**src/rtl/prime_deint_pkg.sv**
```systemverilog
`default_nettype none
// ============================================================================
//  Module      : prime_deint_pkg
//  Description : Shared helpers for the prime-step deinterleaver: address
//                width calculation, coprimality check and modulo address step.
//  Revision    : 1.0 - initial release
// ============================================================================
package prime_deint_pkg;

    // Address width for a buffer of len entries, never narrower than one bit.
    function automatic int unsigned calc_aw(input int unsigned len);
        return (len <= 1) ? 1 : $clog2(len);
    endfunction

    // Euclid's algorithm; used only at elaboration to validate P against N.
    function automatic bit is_coprime(input int unsigned p, input int unsigned n);
        int unsigned a;
        int unsigned b;
        int unsigned t;
        a = p;
        b = n;
        while (b != 0) begin
            t = a % b;
            a = b;
            b = t;
        end
        return (a == 1);
    endfunction

    // (addr + p) mod n for addr < n and p < n: a single conditional subtract,
    // so no multiplier or divider is ever inferred.
    function automatic logic [31:0] addr_step(input logic [31:0] addr,
                                              input logic [31:0] p,
                                              input logic [31:0] n);
        logic [31:0] sum;
        sum = addr + p;
        return (sum >= n) ? (sum - n) : sum;
    endfunction

endpackage
`default_nettype wire

```
**src/rtl/prime_addr_gen.sv**
```systemverilog
`default_nettype none
// ============================================================================
//  Module      : prime_addr_gen
//  Description : Prime-step address sequence generator, producing
//                (P*k) mod N for successive advance pulses. Used on the write
//                side of the deinterleaver and on the read side of an
//                interleaver.
//  Revision    : 1.0 - initial release
// ============================================================================
module prime_addr_gen
    import prime_deint_pkg::*;
#(
    parameter int N  = 10,
    parameter int P  = 3,
    parameter int AW = 4
) (
    input  logic          clk,
    input  logic          reset,
    input  logic          clear,
    input  logic          advance,
    output logic [AW-1:0] addr
);

    logic [AW-1:0] r_addr;

    // Address register: clear wins over advance so a frame boundary always
    // restarts the sequence at zero.
    always_ff @(posedge clk) begin
        if (reset || clear) begin
            r_addr <= '0;
        end else if (advance) begin
            r_addr <= AW'(addr_step(32'({1'b0, r_addr}), 32'(P), 32'(N)));
        end
    end

    assign addr = r_addr;

endmodule
`default_nettype wire

```
**src/rtl/prime_deinterleaver_stream.sv**
```systemverilog
`default_nettype none
// ============================================================================
//  Module      : prime_deinterleaver_stream
//  Description : Streaming inverse prime-step permutation with a ping-pong
//                buffer: out[(P*i) % N] = in[i] for i < N, tail symbols pass
//                through in place. One bank fills while the other drains.
//  Revision    : 1.0 - initial release
// ============================================================================
module prime_deinterleaver_stream
    import prime_deint_pkg::*;
#(
    parameter int BITS      = 8,
    parameter int N         = 10,
    parameter int P         = 3,
    parameter int TAIL_BITS = 0
) (
    input  logic            clk,
    input  logic            reset,
    input  logic            in_valid,
    output logic            in_ready,
    input  logic [BITS-1:0] in_data,
    input  logic            in_last,
    output logic            in_frame_err,
    output logic            out_valid,
    input  logic            out_ready,
    output logic [BITS-1:0] out_data,
    output logic            out_last
);

    localparam int            L       = N + TAIL_BITS;
    localparam int            AW      = int'(calc_aw(L));
    localparam logic [AW:0]   c_N_EXT = (AW + 1)'(N);
    localparam logic [AW-1:0] c_LAST  = AW'(L - 1);

    // Parameter sanity: a non-coprime step would not be a permutation.
    generate
        if (N < 2 || P <= 0 || P >= N || !is_coprime(P, N)) begin : g_bad_params
            $error("prime_deinterleaver_stream: need N >= 2, 0 < P < N, gcd(P, N) = 1");
        end
    endgenerate

    // Storage and control state
    logic [BITS-1:0] r_mem [0:1][0:L-1];
    logic [1:0]      r_full;
    logic            r_wbank;
    logic            r_rbank;
    logic [AW-1:0]   r_wcnt;
    logic [AW-1:0]   r_rcnt;
    logic            r_frame_err;

    logic            w_accept;
    logic            w_in_perm;
    logic            w_wdone;
    logic            w_pop;
    logic            w_rdone;
    logic [AW-1:0]   w_waddr;
    logic [AW-1:0]   w_widx;

    assign in_ready  = !r_full[r_wbank];
    assign w_accept  = in_valid && in_ready;
    assign w_in_perm = ({1'b0, r_wcnt} < c_N_EXT);
    assign w_wdone   = w_accept && (r_wcnt == c_LAST);
    assign w_widx    = w_in_perm ? w_waddr : r_wcnt;

    assign out_valid = r_full[r_rbank];
    assign w_pop     = out_valid && out_ready;
    assign w_rdone   = w_pop && (r_rcnt == c_LAST);

    // Permuted write address; the tail region bypasses it via r_wcnt.
    prime_addr_gen #(
        .N  (N),
        .P  (P),
        .AW (AW)
    ) u_addr_gen (
        .clk     (clk),
        .reset   (reset),
        .clear   (w_wdone),
        .advance (w_accept && w_in_perm),
        .addr    (w_waddr)
    );

    // Bank write port; contents are deliberately not reset.
    always_ff @(posedge clk) begin
        if (w_accept) begin
            r_mem[r_wbank][w_widx] <= in_data;
        end
    end

    // Write-side counter and bank selection.
    always_ff @(posedge clk) begin
        if (reset) begin
            r_wcnt  <= '0;
            r_wbank <= 1'b0;
        end else if (w_accept) begin
            if (w_wdone) begin
                r_wcnt  <= '0;
                r_wbank <= ~r_wbank;
            end else begin
                r_wcnt <= r_wcnt + 1'b1;
            end
        end
    end

    // Read-side counter and bank selection.
    always_ff @(posedge clk) begin
        if (reset) begin
            r_rcnt  <= '0;
            r_rbank <= 1'b0;
        end else if (w_pop) begin
            if (w_rdone) begin
                r_rcnt  <= '0;
                r_rbank <= ~r_rbank;
            end else begin
                r_rcnt <= r_rcnt + 1'b1;
            end
        end
    end

    // Full flags: set and clear always target different banks, since a set
    // needs the bank empty and a clear needs it full.
    always_ff @(posedge clk) begin
        if (reset) begin
            r_full <= 2'b00;
        end else begin
            if (w_wdone) begin
                r_full[r_wbank] <= 1'b1;
            end
            if (w_rdone) begin
                r_full[r_rbank] <= 1'b0;
            end
        end
    end

    // Framing check: in_last must coincide exactly with the final index.
    always_ff @(posedge clk) begin
        if (reset) begin
            r_frame_err <= 1'b0;
        end else begin
            r_frame_err <= w_accept && (in_last != (r_wcnt == c_LAST));
        end
    end

    assign in_frame_err = r_frame_err;
    assign out_data     = out_valid ? r_mem[r_rbank][r_rcnt] : '0;
    assign out_last     = out_valid && (r_rcnt == c_LAST);

endmodule
`default_nettype wire
```
**config.mk**
```make
export PLATFORM = sky130hd
export DESIGN_NAME = prime_deinterleaver_stream
export DESIGN_NICKNAME = d
export VERILOG_FILES = /design/src/rtl/prime_deint_pkg.sv /design/src/rtl/prime_addr_gen.sv /design/src/rtl/prime_deinterleaver_stream.sv
export SDC_FILE = /design/constraint.sdc
export NUM_CORES = 1
export LEC_CHECK = 0
export BUFFER_PORTS_ARGS = -buffer_cell sky130_fd_sc_hd__buf_2
export CAP_MARGIN = 25
export CORE_ASPECT_RATIO = 0.8
export CORE_MARGIN = 3
export CORE_UTILIZATION = 40
export DETAILED_ROUTE_END_ITERATION = 16
export GPL_ROUTABILITY_DRIVEN = 1
export PLACE_DENSITY = 0.67
export SLEW_MARGIN = 20
export SYNTH_ARGS = -nofsm -noshare
export SYNTH_HDL_FRONTEND = slang
export SYNTH_HIERARCHICAL = 1
export SYNTH_SLANG_ARGS = --single-unit
```
**constraint.sdc**
```tcl
create_clock -name clk -period 4.4 [get_ports clk]
set_input_delay 0.22 -clock clk [delete_from_list [all_inputs] [get_ports clk]]
set_output_delay 0.22 -clock clk [all_outputs]
set_load 0.01 [all_outputs]
```
# ---- After elaboration in Yosys (flattened, before gate mapping)
# Memory sizes are Yosys's and may differ from the RTL's. A register that Yosys moved wholly into a read port is not among the register bits.
# Cells that the tools add are included.
dict set report word_totals {
  regBits 17
  mem_bits_rw 160
  in_bits 13
  output_inout_bits 12
  wordCells 70
  n_memories 1
}
dict set report classes {
  n_addsub 4
  order_cmp 9
  eq_ne 3
  mux 25
  bitwise 7
  n_reduce_logical 14
}
# name depth width rd rd_ports_with_merged_regs write_ports line_no
set memory_table {}
lappend memory_table {r_mem 2 80 1 1 1 prime_deinterleaver_stream.sv:43} ;# logic [BITS-1:0] r_mem [0:1][0:L-1];
# operator count
set ops {}
lappend ops {{$mux W80} 1}
lappend ops {{$bmux W8 S4} 1}
lappend ops {{$demux W8 S4} 1}
lappend ops {{$mux W8} 4}
lappend ops {{$mux W4} 4}
lappend ops {{$ge A5 B5 Y1 const B} 2}
lappend ops {{$logic_and A1 B1 Y1} 10}
lappend ops {{$not A4 Y5} 2}
lappend ops {{$mux W1} 9}
lappend ops {{$add A4 B1 Y4 const B} 2}
lappend ops {{$eq A4 B4 Y1 const B} 2}
lappend ops {{$mux W2} 3}
lappend ops {{$add A4 B2 Y5 const B} 1}
lappend ops {{$ge A5 B4 Y1 const B} 1}
lappend ops {{$lt A5 B1 Y1 const B} 1}
lappend ops {{$lt A1 B2 Y1 const B} 2}
lappend ops {{$lt A4 B4 Y1 const B} 1}
lappend ops {{$reduce_and A2 Y1} 2}
lappend ops {{$sub A4 B4 Y4 const B} 1}
lappend ops {{$and A2 B2 Y2} 1}
lappend ops {{$demux W1 S1} 2}
lappend ops {{$ge A1 B1 Y1 const B} 2}
lappend ops {{$not A1 Y1} 2}
lappend ops {{$not A2 Y2} 1}
lappend ops {{other kinds (4)} 4}

# ---- Longest topological paths before layout
# Gate-level depths: netlist of the first run.
dict set report depth {
  ltp_word 9
  depth_mapped 9
  mapped_depth_nobuf 8
}

# ---- Hierarchy
# Netlist of the first run, hierarchy kept.
# mod n_inst cells_per_inst area_per_inst_um2
set modules_own_cells {}
lappend modules_own_cells {prime_deinterleaver_stream 1 380 7000.5}
lappend modules_own_cells {prime_addr_gen 1 37 326.6}

# ---- Least setup slack after synthesis of the first run
# OpenSTA, ideal clock, no wires.
dict set report synth_path {
  path_type {flip-flop to flip-flop}
  from {reg r_wbank}
  to {mem r_mem[1][16] (netlist bit), enable pin}
  setup_ps 383
  arrival_time_ps 2179
  t_required_ps 4017
  path_slack_ps 1838
  stages_incl_launch_ff 7
  cell_sequence {dfxtp_1 -> buf_6 -> mux2i_4 -> nand2_4 -> or4b_4 -> buf_6 -> nor3_1}
}
dict set report synth_between {
  elab_chain_cells 6
}
# element line_no
set synth_lines {}
lappend synth_lines {{start: declaration} prime_deinterleaver_stream.sv:45} ;# logic r_wbank;
lappend synth_lines {{start signal: assignment} prime_deinterleaver_stream.sv:97} ;# r_wbank <= ~r_wbank;
lappend synth_lines {{$mux W1 (not written as such) (2 in a row)} prime_deinterleaver_stream.sv:59} ;# assign in_ready = !r_full[r_wbank];
lappend synth_lines {{$logic_not A1 Y1} prime_deinterleaver_stream.sv:59}
lappend synth_lines {{net in_ready} prime_deinterleaver_stream.sv:20} ;# output logic in_ready,
lappend synth_lines {{$logic_and A1 B1 Y1} prime_deinterleaver_stream.sv:60} ;# assign w_accept = in_valid && in_ready;
lappend synth_lines {{$mux W1} prime_deinterleaver_stream.sv:84} ;# if (w_accept) begin
lappend synth_lines {{$mux W80 (not written as such)} prime_deinterleaver_stream.sv:85} ;# r_mem[r_wbank][w_widx] <= in_data;
lappend synth_lines {{end: declaration} prime_deinterleaver_stream.sv:43}
# The timed path passes the listed nets, and every way through them passes these cells. The select of a mux whose other input is x is not followed.

==> metrics.md, run 1 <==
| Metric | Value |
|---|---|
| Hold Startpoint | in_last |
| Routed WL per cell | 22.4 µm |
| DP HPWL | 10,400 µm |
| Most common cell in the netlist | edfxtp_1 |
| Mapped Cells | 417 |
| Drt drc | 0 |
| Status | completed |
| Largest cells by area after synthesis | edfxtp_1 66%, mux4_2 10%, dfxtp_1 4.9%, mux2i_1 3.3%, nor2_1 1.3% |
| Tmin final | 3010 ps |
| Synth Cell Area | 7330 µm² |
| Top FF cell, synth | edfxtp_1 |
| Layout net count | 468 |
| Synth cell count leaders | 160 x edfxtp_1, 33 x mux4_2, 25 x nor2_1 |
| Worst-path fanout max | 23 |
| Total CTS buffers | 17 |
| Sequential area share after synthesis | 0.705 |
| Setup crit end kind | output port |
| TritonRoute pass-1 iters | 5 |
| Grt total ovfl | 0 |
| Hold Crit Endpoint | in_frame_err |
| Global placement routability congestion | 0.822 |
| Max Cap Violations | 0 |
| Vias per cell | 5.67 |
| Slowest CP cell | dfxtp_2 |
| Synth-to-layout area growth | 12.7% |
| Post-synth cell types | 55 |
| Die area | 20,000 µm² |
| Vias | 3,888 |
| Hold depth | 3 |
| CTS tree | done |
| Fmax | 0.333 GHz |
| FF-to-FF Start | r_wbank |
| 1st-iter DRT viols | 445 |
| Die Y | 127 µm |
| Number of flops mapped to enable cells by yosys | 160 |
| CTS root buf | clkbuf_16 |
| PnR worst setup slack | 1390 ps |
| Reg-to-reg critical path endpoint | r_mem[1][68] |
| HP Class | in -> reg |
| Critical path's largest stage delay | 860 ps |
| FP Rows | 43 |
| PortBufs | 24 |
| Final Max Slew Viols | 0 |
| VDD IR max | 0.000277 V |
| Post-cts resize count | 0 |
| WP data required | 4180 ps |
| Period utilization | 0.683 |
| Layout cells sized above 1 | 0.249 |
| Antenna diode count | 0 |
| FF+latch count, synth | 178 |
| H-tree depth | 4 |
| Worst skew pair latency | 420 ps |
| Final setup TNS | 0 ps |
| RSZ-0062 raised after global routing | false |
| Syn nets | 437 |
| Tightest Pin Transition | 938 ps |
| Post-CTS Setup Inserts | 0 |
| Core ar. | 17,600 µm² |
| Post-route ant nets | 0 |
| Crit-path cells | buf_4 -> mux4_2 -> mux2_2 -> a21o_1 -> buf_2 |
| Vias in the first global route | 3,848 |
| Cell taking the most area after synthesis | edfxtp_1 |
| Hold Violations, Final | 0 |
| Synth Area per Inst | 17.6 µm² |
| Tot GR Track Use | 0.160 |
| Global-route wire length before repair | 23,200 µm |
| Arrival time at the worst endpoint | 2790 ps |
| Sink Count | 178 |
| Clock Skew | 8.49 ps |
| Kind of critical path | reg -> out |
| Synth top area share | 0.656 |
| Power per cell area | 416 nW/µm² |
| Ports | 25 |
| Worst slack at placement | 1380 ps |
| Final Setup Violations | 0 |
| Async set or reset register ratio after synthesis | 0 |
| Hold buffer count at CTS | 0 |
| Initial Utilization | 0.415 |
| R2R depth | 4 |
| Bufs on Longest Clock Path | 2 |
| Clock transition at path regs | 70 ps |
| Reg2reg setup slack | 1580 ps |
| Chip Width | 157 µm |
| Yosys warnings | 6 |
| Largest net degree at the start of global routing | 25 |
| Max-slew headroom | 0.372 |
| Startpoint types | flop |
| P_leak | 2.64 nW |
| Initial antenna violation count | 0 |
| Routed WL | 15,400 µm |
[flip-flops by register name, indices dropped and copies added (netlist names), named ones only]
register,flops
r_rcnt,4
r_wbank,1
r_wcnt,4
u_addr_gen/addr,4
r_full,2
r_rbank,1
in_frame_err,1
r_mem,160
[worst max path at each step]
| stage | start | end | slack, ps | cells after the start |
|---|---|---|---|---|
| after detailed placement | r_wbank | r_mem[1][31] | 1380 | 4 |
| final | flop | out_data[4] | 1390 | 5 |
| after global routing | flop | out_data[5] | 1200 | 5 |
| after global placement | r_wbank | r_mem[0][18] | 1470 | 4 |
| after floorplan | r_wbank | r_mem[1][16] | 1840 | 6 |
| after CTS | flop | out_data[4] | 1320 | 5 |
[cells by family after synthesis]
family,after synthesis,synth area share
compound gates,50,0.0512
simple gates,80,0.0587
xor+xnor,9,0.0108
mux,61,0.142
fa+ha+maj,7,0.0120
flops,178,0.705
buf+inv,32,0.0205
[worst max-delay path, delay by kind of cell, from the launching register on]
kind            cells  cell delay (ps)
buf+inv             2              480
compound gates      1              200
flops               1              860
mux                 2              790
[where the power goes]
part | switching (mW) | internal [mW]
logic | 0.102 | 0.0506
clock network | 0.661 | 0.737
registers | 0.0166 | 1.87
total | 0.780 | 2.66
[per-layer routing]
layer	part of all wire	global-route usage
met2	0.45	0.233
met1	0.45	0.237
met4	0.0095	0.0398
met5	0	0
met3	0.089	0.0494
[cell usage in the layout, fill, tap and decap left out, types with 5 or more instances in the layout]
| cell | count |
|---|---|
| a22oi_1 | 8 |
| edfxtp_1 | 160 |
| nor2_1 | 25 |
| mux2i_1 | 24 |
| a21oi_1 | 6 |
| nor3_2 | 6 |
| ha_1 | 7 |
| o211ai_1 | 8 |
| dfxtp_1 | 17 |
| mux4_2 | 33 |
| nand3b_1 | 6 |
| nor3_1 | 5 |
| buf_2 | 25 |
| nand3_1 | 9 |
| inv_1 | 13 |
| nand2_1 | 8 |
| clkbuf_16 | 17 |
| xor2_1 | 6 |
| o221ai_1 | 7 |
[cell type report]
cell class	instances	area, µm²
Clock inverter	15	124
Timing Repair Buffer	30	168
Sequential cell	178	5170
Clock buffer	17	425
Tap cell	225	282
Inverter	14	52.6
Fill cell	1505	9390
Multi-Input combinational cell	207	2040
[stage by stage]
stage                     utilization  instance area, µm²  power (mW)  hold slack, ps  cells
final                           0.468                8260        3.44            77.9    686
after global routing            0.468                8260        3.55            80.0    686
after CTS                       0.465                8210        3.46            63.4    683
after detailed placement        0.434                7660        2.07             515    651
after global placement          0.434                7650        2.07             520    651
after floorplan                     -                7330        2.01             297    417
Note: power is estimated with default switching activity, not from simulation.
==> inputs of run 2 (changes only) <==
ABC_AREA = 1   (was not set)
PLACE_DENSITY = 0.69   (was 0.67)
clock period = 2.6 ns   (was 4.4 ns; I/O delays follow)
==> metrics.md, run 2 <==
| Metric | Value |
|---|---|
| Power per cell area | 652 nW/µm² (+57%) |
| Fin util | 0.475 (+0.00672) |
| Period utilization | 0.892 |
| Initial Utilization | 0.416 (+0.000819) |
| Fmax | 0.431 GHz |
| Global-route wire length before repair | 29,500 µm (+27%) |
| CTS tree | done |
| Layout net count | 860 (+84%) |
| PnR worst setup slack | 280 ps (-1110 ps) |
| Synth Area in Adders | 0.0109 (-0.00108) |
| Chip Width | 165 µm (+4.7%) |
| Core ar. | 19,400 µm² (+9.8%) |
| Global placement routability congestion | 0.844 (+2.7%) |
| Antenna diode count | 0 (unchanged) |
| Kind of critical path | reg -> out |
| Die area | 21,900 µm² (+9.5%) |
| Number of flops mapped to enable cells by yosys | 160 (unchanged) |
| Top FF cell, synth | edfxtp_1 |
| Setup crit end kind | output port |
| Cell taking the most area after synthesis | edfxtp_1 |
| Crit-path cells | inv_4 -> buf_4 -> nand2_1 -> nand2_1 -> nand2_1 -> nand3_1 -> nand3_1 -> nand2_1 -> nand2_1 -> a21oi_1 -> buf_2 |
| Placed Instances | 1,076 (+65%) |
| Total CTS buffers | 17 (unchanged) |
| VDD IR max | 0.000437 V (+58%) |
| PortBufs | 24 (unchanged) |
| Most frequent cells in the layout | 212 x nand2_1, 160 x edfxtp_1, 120 x inv_1, 106 x nand3_1 |
| Most common cell after layout, fill and taps aside | nand2_1 |
| RSZ-0062 raised after global routing | false |
| Synth Cell Area | 8060 µm² (+10%) |
| Reg-to-reg critical path endpoint | r_mem[0][2] |
| Sink Count | 178 (unchanged) |
| Total power | 5.99 mW (+74%) |
| FF-to-FF Start | r_wcnt[1] |
| Bufs on Longest Clock Path | 2 (unchanged) |
| Async set or reset register ratio after synthesis | 0 (unchanged) |
| Synth cell count leaders | 212 x nand2_1, 160 x edfxtp_1, 120 x inv_1 |
| Synth Area per Inst | 10.1 µm² (-43%) |
| Startpoint types | flop |
| Post-synthesis mux area share | 0 (-0.142) |
| H-tree depth | 4 (unchanged) |
| Routed WL | 18,800 µm (+22%) |
| Final Setup Violations | 0 (unchanged) |
| Tmin final | 2320 ps |
| Layout cells sized above 1 | 0.148 (-0.102) |
| Worst slack at placement | 777 ps (-607 ps) |
| R2R depth | 7 (+3) |
| Post-route ant nets | 0 (unchanged) |
| Tightest Pin Transition | 749 ps (-189 ps) |
| Status | completed |
| Non-Filler Instances | 1,111 (+62%) |
| Synth-to-layout area growth | 14.1% |
| Vias | 5,554 (+43%) |
| Largest net degree at the start of global routing | 81 (+220%) |
| Complex-gate fraction of the synthesized area | 0.0410 (-0.0102) |
| WP data required | 2470 ps (-1710 ps) |
| Fraction of the mapped netlist area in simple logic gates | 0.221 (+0.162) |
| Largest family of logic cells by synthesized area | simple AND/OR/NAND/NOR gates |
| Synth top area share | 0.596 (-0.0595) |
| Largest cells by area after synthesis | edfxtp_1 60%, nand2_1 9.9%, nand3_1 6.6%, inv_1 5.6%, dfxtp_1 4.5% |
| Reg with most FFs | r_mem |
| Hold Violations, Final | 0 (unchanged) |
| Syn nets | 819 (+87%) |
| Clock transition at path regs | 70 ps (about the same) |
| Tot GR Track Use | 0.181 (+0.0216) |
| Final Max Slew Viols | 0 (unchanged) |
| P_leak | 3.78 nW (+43%) |
| Reg2reg setup slack | 820 ps (-760 ps) |
| Initial antenna violation count | 0 (unchanged) |
| Yosys warnings | 6 (unchanged) |
| Max Cap Violations | 0 (unchanged) |
| HP Class | in -> reg |
| Most frequent CP cell | nand2_1 |
| Worst-path fanout max | 34 (+48%) |
| Worst skew pair latency | 430 ps (about the same) |
| Max-slew headroom | 0.501 (+0.128) |
| 1st-iter DRT viols | 721 (+62%) |
| TritonRoute pass-1 iters | 5 (unchanged) |
| Arrival time at the worst endpoint | 2190 ps (-600 ps) |
| Routed WL per cell | 16.9 µm (-24%) |
| Grt total ovfl | 0 (unchanged) |
| Die Y | 133 µm (+4.6%) |
| Ports | 25 (unchanged) |
| Worst setup path end | out_data[2] |
| Vias per cell | 5.00 (-12%) |
| Post-synth cell types | 36 (-35%) |
| Most common cell in the netlist | nand2_1 |
| Post-synthesis xor/xnor area fraction | 0.00217 (-0.00858) |
| Final setup TNS | 0 ps (unchanged) |
| DP HPWL | 11,900 µm (+14%) |
| FF+latch count, synth | 178 (unchanged) |
| CTS root buf | clkbuf_16 |
| Critical path's largest stage delay | 350 ps (-510 ps) |
| Number of flip-flops under the largest register name | 160 (unchanged) |
| Slowest CP cell | dfxtp_2 |
| Clock Skew | 9.43 ps (+0.940 ps) |
| Drt drc | 0 (unchanged) |
| FP Rows | 45 (+4.7%) |
| Sequential area share after synthesis | 0.641 (-0.0639) |
| Vias in the first global route | 5,284 (+37%) |
| Mapped Cells | 799 (+92%) |
## run 2: worst min-delay path by stage
stage / slack [ps] / end / startpoint / cells past startpoint
6_report: 80 / r_wcnt[0] / in_valid / 4
3_5_place_dp: 340 / in_frame_err / reset / 2
2_1_floorplan: 210 / in_frame_err / reset / 1
5_1_grt: 100 / r_wcnt[0] / in_valid / 4
3_3_place_gp: 330 / in_frame_err / reset / 2
4_1_cts: 60 / r_wcnt[0] / in_valid / 4
## run 2: metal layers
layer,vias to the layer above,wire (µm),global-route usage,part of all wire
met5,-,0,0,0
met4,0,295,0.0596,0.016
met3,25,1540,0.0638,0.082
met2,186,8370,0.265,0.45
met1,2629,8580,0.252,0.46
li1,2714,-,-,-
## run 2: metrics by stage
stage / instance area, µm² / hold WS [ps]
3_5_place_dp: 8580 / 335
4_1_cts: 9200 / 55.9
5_1_grt: 9200 / 98.0
2_1_floorplan: 8060 / 209
6_report: 9200 / 77.1
3_3_place_gp: 8580 / 331
## run 2: cell families (layout without fill, tap and decap cells)
family | Yosys count | count (layout)
AO/OA/AOI/OAI | 60 | 60
XOR/XNOR | 2 | 2
adder cells (fa/ha/maj) | 7 | 7
buffers and inverters | 165 | 219
flip-flops | 178 | 178
AND/OR/NAND/NOR | 387 | 387
## run 2: power breakdown
| part | switching (mW) | total (mW) | internal [mW] |
|---|---|---|---|
| registers | 0.0191 | 3.18 | 3.16 |
| clock network | 1.10 | 2.54 | 1.43 |
| logic | 0.201 | 0.278 | 0.0769 |
## run 2: layout make-up
| class | count | area, µm² |
|---|---|---|
| flip-flops and latches | 178 | 5170 |
| inverters | 130 | 495 |
| fillers | 1773 | 10200 |
| repair buffers | 57 | 413 |
| multi-input cells | 456 | 2210 |
| clock inverters | 13 | 150 |
| clock buffers | 19 | 433 |
| well taps | 258 | 323 |
## run 2: repair_timing
action,in CTS,in global routing
setup buffers,0,0
hold endpoints to repair,2,0
resized for setup,0,0
hold buffers,3,0
## run 2: worst max-delay path, delay by kind of cell, from the launching register on
family / cells / cell delay (ps)
buffers and inverters: 3 / 660
flip-flops: 1 / 350
AO/OA/AOI/OAI: 1 / 150
AND/OR/NAND/NOR: 7 / 600
==> inputs of run 3 (changes only) <==
SYNTH_HIERARCHICAL = not set   (was 1)
==> metrics.md, run 3 <==
| Metric | Value |
|---|---|
| Status | completed |
| DP HPWL | 11,100 µm (-6.4%) |
| Hold Violations, Final | 0 (unchanged) |
| Initial antenna violation count | 0 (unchanged) |
| Die area | 21,500 µm² (-1.8%) |
| Post-cts resize count | 0 (unchanged) |
| Largest net degree at the start of global routing | 81 (unchanged) |
| Synth cell count leaders | 221 x nand2_1, 160 x edfxtp_1, 119 x inv_1 |
| Largest cells by area after synthesis | edfxtp_1 61%, nand2_1 10%, nand3_1 6.5%, inv_1 5.7%, dfxtp_1 4.6% |
| Number of flops mapped to enable cells by yosys | 160 (unchanged) |
| Tightest Pin Transition | 577 ps (-172 ps) |
| Hold Startpoint | in_valid |
| Reg with most FFs | r_mem |
| Post-synth cell types | 30 (-17%) |
| Tot GR Track Use | 0.167 (-0.0144) |
| H-tree depth | 4 (unchanged) |
| Bufs on Longest Clock Path | 2 (unchanged) |
| Final Setup Violations | 0 (unchanged) |
| Reg-to-reg critical path endpoint | r_mem[1][51] |
| Routed WL | 17,300 µm (-8.1%) |
| P_int | 4.60 mW (-1.4%) |
| Antenna diode count | 0 (unchanged) |
| Top FF cell, synth | edfxtp_1 |
| RSZ-0062 raised after global routing | false |
| HP Class | in -> reg |
| Reg2reg setup slack | 490 ps (-330 ps) |
| Total power | 5.97 mW (-0.37%) |
| Synth top area share | 0.608 (+0.0117) |
| Min Hold Slack | 77.1 ps (+0.0408 ps) |
| WP data required | 2470 ps (about the same) |
| Core ar. | 19,200 µm² (-0.87%) |
| Global-route wire length before repair | 27,500 µm (-6.7%) |
| Die Y | 132 µm (-0.92%) |
| Most common cell in the netlist | nand2_1 |
| Chip Width | 163 µm (-0.93%) |
| Routed WL per cell | 15.5 µm (-8.1%) |
| Hold depth | 4 (unchanged) |
| Period utilization | 0.910 (+0.0177) |
| Kind of critical path | reg -> out |
| Max Cap Violations | 0 (unchanged) |
| Vias per cell | 4.88 (-2.3%) |
| Worst-path fanout max | 44 (+29%) |
| Tmin final | 2370 ps (+46.1 ps) |
| Most common cell after layout, fill and taps aside | nand2_1 |
| FP Rows | 45 (unchanged) |
| Layout cells sized above 1 | 0.125 (-0.0223) |
| Final instance area | 9070 µm² (-1.4%) |
| Switch share | 0.229 (+0.00766) |
| FF+latch count, synth | 178 (unchanged) |
| Ports | 25 (unchanged) |
| Combinational fraction of design power | 0.045 (about the same) |
| Drt drc | 0 (unchanged) |
| Fmax | 0.423 GHz (-2.0%) |
| Synth Cell Area | 7900 µm² (-1.9%) |
| Hold buffer count at CTS | 2 (-1) |
| Clock transition at path regs | 70 ps (about the same) |
| Layout net count | 860 (unchanged) |
| 1st-iter DRT viols | 576 (-20%) |
| Mapped Cells | 799 (unchanged) |
| Setup crit end kind | output port |
| Post-CTS Setup Inserts | 0 (unchanged) |
| Final Max Slew Viols | 0 (unchanged) |
| Synth Area per Inst | 9.89 µm² (-1.9%) |
| Final setup TNS | 0 ps (unchanged) |
| R2R depth | 8 (+1) |
| Async set or reset register ratio after synthesis | 0 (unchanged) |
| Most frequent cells in the layout | 221 x nand2_1, 160 x edfxtp_1, 119 x inv_1, 102 x nand3_1, 51 x nor2_1 |
| Number of flip-flops under the largest register name | 160 (unchanged) |
| Clock Skew | 8.91 ps (-0.517 ps) |
| VDD IR max | 0.000386 V (-12%) |
| Vias | 5,427 (-2.3%) |
| Flop pwr share | 0.533 (+0.003) |
| Clock group share of total power | 0.422 (about the same) |
| Total CTS buffers | 17 (unchanged) |
| Sink Count | 178 (unchanged) |
| Post-route ant nets | 0 (unchanged) |
| P_leak | 3.76 nW (-0.60%) |
| Power per cell area | 658 nW/µm² (+1.0%) |
| TritonRoute pass-1 iters | 5 (unchanged) |
| Sequential area share after synthesis | 0.654 (+0.0126) |
| Max-slew headroom | 0.614 (+0.113) |
| CTS tree | done |
| FF-to-FF Start | r_wbank |
| Grt total ovfl | 0 (unchanged) |
| Syn nets | 819 (unchanged) |
| P_sw | 1.36 mW (+3.1%) |
| Placement-stage cell area | 8460 µm² (-1.4%) |
| Initial Utilization | 0.412 (-0.00442) |
| Yosys warnings | 0 (-6) |
| Hold Crit Endpoint | r_wcnt[0] |
| Synth-to-layout area growth | 14.8% |
| Vias in the first global route | 5,133 (-2.9%) |
| CTS root buf | clkbuf_16 |
| Arrival time at the worst endpoint | 2240 ps (+50 ps) |
| Global placement routability congestion | 0.840 (-0.52%) |
| Cell taking the most area after synthesis | edfxtp_1 |
| PortBufs | 24 (unchanged) |
| Startpoint types | flop |
| Worst skew pair latency | 430 ps (about the same) |
==> run 3: through the flow <==
stage / cells / utilization / setup WS (ps)
after floorplan: 799 / - / 700
after global placement: 1077 / 0.441 / 566
after detailed placement: 1077 / 0.441 / 500
after CTS: 1111 / 0.472 / 255
after global routing: 1111 / 0.472 / 76.6
final: 1111 / 0.472 / 234
==> run 3: cell families after synthesis <==
family / count (synthesis) / synth area share
compound gates: 60 / 0.0435
xor+xnor: 3 / 0.00333
flops: 178 / 0.654
buf+inv: 162 / 0.0795
simple gates: 389 / 0.209
fa+ha+maj: 7 / 0.0111
==> run 3: layout make-up <==
class	instances	area, µm²
Fill cell	1705	10100
Sequential cell	178	5170
Multi-Input combinational cell	459	2110
Inverter	129	484
Clock buffer	17	425
Timing Repair Buffer	55	395
Tap cell	258	323
Clock inverter	15	166
==> run 3: per-layer routing <==
metal  vias up  part of all wire  GRT usage
li1       2696                 -          -
met1      2533              0.46      0.237
met2       168              0.45      0.254
met3        30             0.067     0.0381
met4         0             0.019     0.0564
met5         -                 0          0
==> run 3: worst max-delay path: stages (launching register included) <==
cell	delay, ps
dfxtp_2	340
inv_2	260
buf_12	270
nand2_1	100
nand2_1	80
nand2_1	50
nand3_1	90
nand3_1	140
nand2_1	100
nand2_1	50
a21oi_1	170
buf_2	160
==> run 3: power groups by stage <==
stage	clock network (mW)	logic [mW]	registers, mW
after floorplan	0	0.152	3.24
after global placement	0	0.263	3.25
after detailed placement	0	0.266	3.25
after CTS	2.55	0.269	3.18
after global routing	2.69	0.305	3.19
final	2.52	0.266	3.18
==> run 3: worst max-delay path by stage <==
stage,start,endpoint,slack [ps],cells after the start
finish,flop,out_data[6],230,11
global placement,r_wbank,r_mem[1][50],570,8
floorplan,r_wbank,r_mem[0][48],700,8
global route,flop,out_data[6],80,11
detailed placement,r_wbank,r_mem[1][51],500,8
CTS,flop,out_data[6],250,11
